$ cat src/rtl/cdc_handshake_tx.sv
// rtl/cdc_handshake_tx.sv - 4-phase req/ack CDC transmitter with synchronized ack
// Optional REQ-phase timeout with sticky err is enabled by defining CDC_TX_TIMEOUT_EN.
module cdc_handshake_tx #(
  parameter int WIDTH   = 8,
  parameter int STAGES  = 3,
  parameter int TIMEOUT = 255
) (
  input  logic             clk,
  input  logic             rst,
  input  logic             src_valid,
  input  logic [WIDTH-1:0] src_data,
  output logic             src_ready,
  output logic             req,
  output logic [WIDTH-1:0] data_out,
  input  logic             ack,
  output logic             done,
  output logic             err
);

  typedef enum logic [1:0] {
    IDLE    = 2'd0,
    REQ     = 2'd1,
    RELEASE = 2'd2
  } state_t;

  state_t            state, state_nx;
  logic [STAGES-1:0] ack_ff;
  logic              ack_sync;
  logic              accept;
  logic              load;
  logic              abort;
  logic              req_nx;
  logic              done_nx;

  if (STAGES < 2 || TIMEOUT < 1) begin : g_bad_param
    $error("cdc_handshake_tx: STAGES must be >= 2 and TIMEOUT >= 1");
  end

  // ack is asynchronous; only the last flop of this chain is ever observed
  always_ff @(posedge clk or negedge rst) begin
    if (!rst) begin
      ack_ff <= '0;
    end else begin
      ack_ff <= {ack_ff[STAGES-2:0], ack};
    end
  end

  assign ack_sync  = ack_ff[STAGES-1];
  assign src_ready = rst && (state == IDLE) && !ack_sync;
  assign accept    = src_valid && src_ready;

`ifdef CDC_TX_TIMEOUT_EN
  localparam int CW = $clog2(TIMEOUT + 1);

  logic [CW-1:0] cnt;

  assign abort = (state == REQ) && !ack_sync && (cnt == CW'(TIMEOUT - 1));

  always_ff @(posedge clk or negedge rst) begin
    if (!rst) begin
      cnt <= '0;
      err <= 1'b0;
    end else begin
      if (load) begin
        cnt <= '0;
      end else if (state == REQ && !ack_sync) begin
        cnt <= cnt + 1'b1;
      end
      if (abort) begin
        err <= 1'b1;
      end
    end
  end
`else
  assign abort = 1'b0;
  assign err   = 1'b0;
`endif

  always_comb begin
    state_nx = state;
    req_nx   = req;
    done_nx  = 1'b0;
    load     = 1'b0;
    case (state)
      IDLE: begin
        if (accept) begin
          state_nx = REQ;
          req_nx   = 1'b1;
          load     = 1'b1;
        end
      end
      REQ: begin
        if (ack_sync || abort) begin
          state_nx = RELEASE;
          req_nx   = 1'b0;
        end
      end
      RELEASE: begin
        // an aborted handshake still waits for ack_sync low so the peer sees a full cycle
        if (!ack_sync) begin
          state_nx = IDLE;
          done_nx  = 1'b1;
        end
      end
      default: begin
        state_nx = IDLE;
        req_nx   = 1'b0;
      end
    endcase
  end

  always_ff @(posedge clk or negedge rst) begin
    if (!rst) begin
      state    <= IDLE;
      req      <= 1'b0;
      done     <= 1'b0;
      data_out <= '0;
    end else begin
      state <= state_nx;
      req   <= req_nx;
      done  <= done_nx;
      if (load) begin
        data_out <= src_data;
      end
    end
  end

endmodule

$ cat config.mk
export PLATFORM = sky130hd
export DESIGN_NAME = cdc_handshake_tx
export DESIGN_NICKNAME = d
export VERILOG_FILES = /design/src/rtl/cdc_handshake_tx.sv
export SDC_FILE = /design/constraint.sdc
export NUM_CORES = 1
export LEC_CHECK = 0
export CORE_MARGIN = 2
export CORE_UTILIZATION = 42
export CTS_CLUSTER_SIZE = 14
export DETAILED_ROUTE_END_ITERATION = 7
export GPL_TIMING_DRIVEN = 1
export PLACE_DENSITY = 0.8
export SLEW_MARGIN = 15
export SYNTH_ARGS = -nofsm -noshare
export SYNTH_HDL_FRONTEND = slang
export SYNTH_SLANG_ARGS = --single-unit
$ cat constraint.sdc
create_clock -name clk -period 2.85 [get_ports clk]
set_clock_uncertainty 0.1 [all_clocks]
set_input_delay 0.57 -clock clk [delete_from_list [all_inputs] [get_ports clk]]
set_output_delay 0.57 -clock clk [all_outputs]
set_load 0.01 [all_outputs]
==> results of run 1 <==
-- sequential cells by signal (all words and copies together) (netlist names) --
name	flops
req	1
done	1
state	2
ack_ff	3
data_out	8
-- where the power goes --
group | switching [mW] | total, mW | leakage (nW) | internal [mW]
registers | 0.0270 | 0.285 | 0.182 | 0.258
clock network | 0.0617 | 0.116 | 0.0150 | 0.0542
logic | 0.0602 | 0.178 | 0.174 | 0.118
-- cell usage in the layout (no fill, tap or decap) --
cell type	instances
nor4b_4	1
conb_1	1
dfrtp_1	15
nor2_1	1
nand2_1	4
xor2_1	1
clkbuf_4	3
mux2_2	8
nand2_4	1
o21ai_0	1
buf_4	1
clkdlybuf4s50_1	22
and2_1	1
clkbuf_1	1
nor3b_1	1
-- kinds of logic after synthesis --
family | after synthesis | synth area share [%]
xor gates and xnor gates | 1 | 1.57
DFF | 15 | 67.3
muxes | 8 | 16.1
and+or+nand+nor | 9 | 12.1
other | 1 | 0.672
buffers and inverters | 1 | 1.35
AOI/OAI and AO/OA | 1 | 0.896
-- metal layers --
metal  GRT usage [%]  up-vias  routed length (um)
met2            26.2       14                 487
met3            5.00        2                  47
met4            10.0        0                   7
met5               0        -                   0
li1                -      169                   -
met1            15.9      173                 375
-- how the worst max path moves through the flow --
stage | slack [ns] | end | from
2_1_floorplan | 1.31 | src_ready | rst
3_3_place_gp | 0.28 | src_ready | rst
3_5_place_dp | 0.25 | src_ready | rst
4_1_cts | 0.25 | src_ready | rst
5_1_grt | 0.19 | src_ready | rst
6_report | 0.26 | src_ready | rst
-- area by class of cell --
type	count	area share, %
Multi-Input combinational cell	20	21.3
Tap cell	15	2.28
Sequential cell	15	45.6
Timing Repair Buffer	23	27.7
Clock buffer	4	3.19
==> results.toml, run 1 <==
[global_route]
grt.total_usage_pct = 15.4
grt_max_degree = 16
grt_pass1_wl_mm = 1.55
overflow = 0
grt_pass1_vias = 389
grt_antenna_before_repair = 0

[pwr]
design_power_total_mw = 0.579
ir_drop_mv = 0.425
powerDensity_nw_per_um2 = 704
cellLeakagePower_nw = 0.371

[setup_path]
slowest_delay_ns = 0.60
r2r_cells = 3
crit-reg2reg-launch = "state[0]$_DFFE_PN0P_"
critPathLaunchType = "input port"
worstReg2RegEnd = "data_out[7]$_DFFE_PN0P_"
r2r_setup_slack_ns = 1.35
slowest_stage = "clkdlybuf4s50_1"
cp_max_fo = 2
cp_common_cell = "clkdlybuf4s50_1"
crit_family = "buffers and inverters"
crit_type = "input port to output pin"
critical_path.n_buffers_inverters = 2
worstPathRequired_ns = 2.18
worstPathArrival_ns = 1.92
crit_cells = 3
critPathCaptureType = "output pin"
path_cells = "clkdlybuf4s50_1 -> nor4b_4 -> clkdlybuf4s50_1"

[timing]
finalSetupViolCount = 0
fmax_mhz = 386
min_period_ns = 2.59
rsz0062_at_grt = "false"
layout_setup_ws_ns = 0.256
finalSetupTns_ns = 0
final-hold-violation-count = 0
period_share_pct = 91.0
whs_ns = 0.258
maxSlewViolCount = 0

[die]
core_um2 = 1270
initial_utilization_pct = 44.0
rows = 13
fp.dieArea_um2 = 1640
io-pin-count = 24
die_w_um = 40.5
fp.dieH_um = 40.5

[final_layout]
fin_nets = 75
area_delta_synth_final_pct = 47.5
diodes = 0
final_cells = 77
finalCoreUtilization_pct = 64.9
final_cell_area_um2 = 823
seq_area_um2 = 375
multiInputGateArea_um2 = 175
drive_gt1_share_pct = 22.6
n_fill_cell = 108

[drt]
final_antenna_net_count = 0
drt_wl_total_um = 918
drtIter0Drc = 1
routedWlPerCell_um = 11.9
via_per_inst = 4.65
remaining_drc_errors = 0
num_vias = 358
dr.pass1.iters = 2

[synth]
ys_warn_count = 0
async_flop_share_pct = 100
ys_ff_latch = 15
netlist_top_cells_count = "15 x dfrtp_1, 8 x mux2_2, 4 x nand2_1"
yosysMostFrequentCell = "dfrtp_1"
netlist_area_um2 = 558
ys_seq_area_share_pct = 67.3
synth_cell_types = 12
avgSynthCellArea_um2 = 15.5
netlist_instances = 36
synth_ff_type = "dfrtp_1"
syn_nets = 48
synth-edff-count = 0
synth_top_cell_by_area = "dfrtp_1"
synth.top_cell.area_share_pct = 67.3
synth_area_leaders = "dfrtp_1 67%, mux2_2 16%, nor4b_4 4.3%"

[clocking]
cts_buffers = 3
ctsHoldBuffers = 0
htree_num_levels = 1
cts_sinks = 15
post_cts_resized = 0
post-cts-setup-buffer-count = 0
clock_latency_ns = 0.27
cts_root_buf = "clkbuf_4"
cts_tree = "done"
clkTransAtPathRegs_ns = 0.08
clockBufferDepth = 2

[placed_design]
dp.cells = 73
gp_congestion = 0.591
port_buffers = 22
dpl_cell_area_um2 = 797
dpl_worst_slack_ns = 0.250

[outcome]
outcome = "finished clean"

[worst_hold_path]
worstHoldEndpoint = "ack_ff[2]$_DFF_PN0_"
hold_path_depth = 0
worstHoldStart = "ack_ff[1]$_DFF_PN0_"
hold_class = "register to register"

[flow_run]
maxCapViolations = 0
(Power assumes the default switching activity.)
==> run 2, diff against run 1 <==
--- a/config.mk
+++ b/config.mk
@@ -5,7 +5,6 @@
 export SDC_FILE = /design/constraint.sdc
 export NUM_CORES = 1
 export LEC_CHECK = 0
-export CORE_MARGIN = 2
 export CORE_UTILIZATION = 42
 export CTS_CLUSTER_SIZE = 14
 export DETAILED_ROUTE_END_ITERATION = 7
==> run 2 against run 1 <==
Fmax is 0.13% higher; die area is 9.6% lower; clock-buffer cell count did not move; critical endpoint unchanged; core utilization increased by 5.3 points; routed wire length down 0.76%.
==> results.toml, run 2 (synthesis results as in run 1) <==
[final_layout]
largest-register = "data_out"
largest_register_ffs = 8
area_delta_synth_final_pct = 47.3
final_common_cell = "clkdlybuf4s50_1"
diodes = 0
final_cell_mix = "22 x clkdlybuf4s50_1, 15 x dfrtp_1, 8 x mux2_2"
fin_nets = 75
drive_gt1_share_pct = 22.6
largestRegisters = "data_out (8), ack_ff (3), state (2)"

[clocking]
clockBufferDepth = 2
clkTransAtPathRegs_ns = 0.07
cts_sinks = 15
cts_root_buf = "clkbuf_4"
cts_buffers = 3
post_cts_resized = 0
post-cts-setup-buffer-count = 0
ctsHoldBuffers = 0
cts_tree = "done"
clock_latency_ns = 0.27
htree_num_levels = 1

[setup_path]
worstPathArrival_ns = 1.92
cp_common_cell = "clkdlybuf4s50_1"
cp_max_fo = 2
crit_type = "input port to output pin"
critPathLaunchType = "input port"
r2r_setup_slack_ns = 1.37
path_cells = "clkdlybuf4s50_1 -> nor4b_4 -> clkdlybuf4s50_1"
slowest_stage = "clkdlybuf4s50_1"
worstPathRequired_ns = 2.18
critPathCaptureType = "output pin"
slowest_delay_ns = 0.59

[drt]
drtIter0Drc = 0
remaining_drc_errors = 0
num_vias = 354
final_antenna_net_count = 0
dr.pass1.iters = 1
via_per_inst = 4.66
routedWlPerCell_um = 12.0
drt_wl_total_um = 911

[timing]
whs_ns = 0.255
maxSlewViolCount = 0
rsz0062_at_grt = "false"
final-hold-violation-count = 0
finalSetupViolCount = 0
finalSetupTns_ns = 0
fmax_mhz = 386
min_period_ns = 2.59
period_share_pct = 90.9

[die]
initial_utilization_pct = 47.6
rows = 12
fp.dieArea_um2 = 1480
fp.dieH_um = 38.5
io-pin-count = 24
core_um2 = 1170
die_w_um = 38.5

[global_route]
grt.total_usage_pct = 14.7
grt_pass1_wl_mm = 1.37
overflow = 0
grt_antenna_before_repair = 0
grt_busiest_layer = "met2"
grt_pass1_vias = 341
gr-usage-met2_pct = 22.9
use_met1_pct = 16.9
grt_max_degree = 16
met3_usage_pct = 2.91

[flow_run]
maxCapViolations = 0

[pwr]
switchingPower_mw = 0.145
power_frac_seq_pct = 49.4
internal_power_mw = 0.430
share_comb_of_total_power_pct = 31.2
design_power_total_mw = 0.575
clkPwrFrac_pct = 19.4
ir_drop_mv = 0.398
powerDensity_nw_per_um2 = 700
cellLeakagePower_nw = 0.371
switching_share_pct = 25.2

[placed_design]
gp_congestion = 0.607
hpwl_um = 681
port_buffers = 22

[outcome]
outcome = "finished clean"

[worst_hold_path]
hold_class = "register to register"
-- run 2: cell counts in the layout (fill, tap and decap cells not counted) --
No cell type changed its count.
-- run 2: critical path: cells and delay by family --
| family | cells | cell delay [ns] |
|---|---|---|
| buffers and inverters | 2 | 1.07 |
| and+or+nand+nor | 1 | 0.27 |
-- run 2: final cells by class --
class,instances,area [um^2]
tap,14,17.5
timing repair buffer,23,228
fill,100,349
multi-input combinational,20,175
clock buffer,4,26.3
sequential,15,375
-- run 2: per-layer routing --
metal / vias to the layer above / share of wire (%)
met1: 165 / 40
li1: 169 / -
met4: 0 / 3.3
met3: 4 / 6.4
met2: 16 / 50
met5: - / 0
-- run 2: power by group through the flow --
stage / registers, mW / logic [mW] / clock network (mW)
final: 0.284 / 0.179 / 0.112
after floorplan: 0.307 / 0.0492 / 0
after detailed placement: 0.289 / 0.180 / 0
after CTS: 0.285 / 0.181 / 0.117
after global routing: 0.289 / 0.190 / 0.129
after global placement: 0.286 / 0.177 / 0
-- run 2: worst paths after layout --
| check | cells after the start | endpoint | start |
|---|---|---|---|
| setup / recovery | 3 | src_ready | rst |
| hold / removal | 0 | ack_ff[1]$_DFF_PN0_ | ack_ff[0]$_DFF_PN0_ |
| setup reg to reg | 3 | data_out[3]$_DFFE_PN0P_ | state[0]$_DFFE_PN0P_ |
| hold reg to reg | 0 | ack_ff[1]$_DFF_PN0_ | ack_ff[0]$_DFF_PN0_ |
| max in group asynchronous | 2 | data_out[3]$_DFFE_PN0P_ | rst |
| min in group asynchronous | 2 | data_out[5]$_DFFE_PN0P_ | rst |
-- run 2: through the flow --
step | cells | area [um^2] | util [%] | setup slack [ns]
final | 76 | 822 | 70.2 | 0.260
after global placement | 72 | 796 | 67.9 | 0.281
after detailed placement | 72 | 796 | 67.9 | 0.257
after floorplan | 36 | 558 | - | 1.31
after CTS | 76 | 822 | 70.2 | 0.252
after global routing | 76 | 822 | 70.2 | 0.192
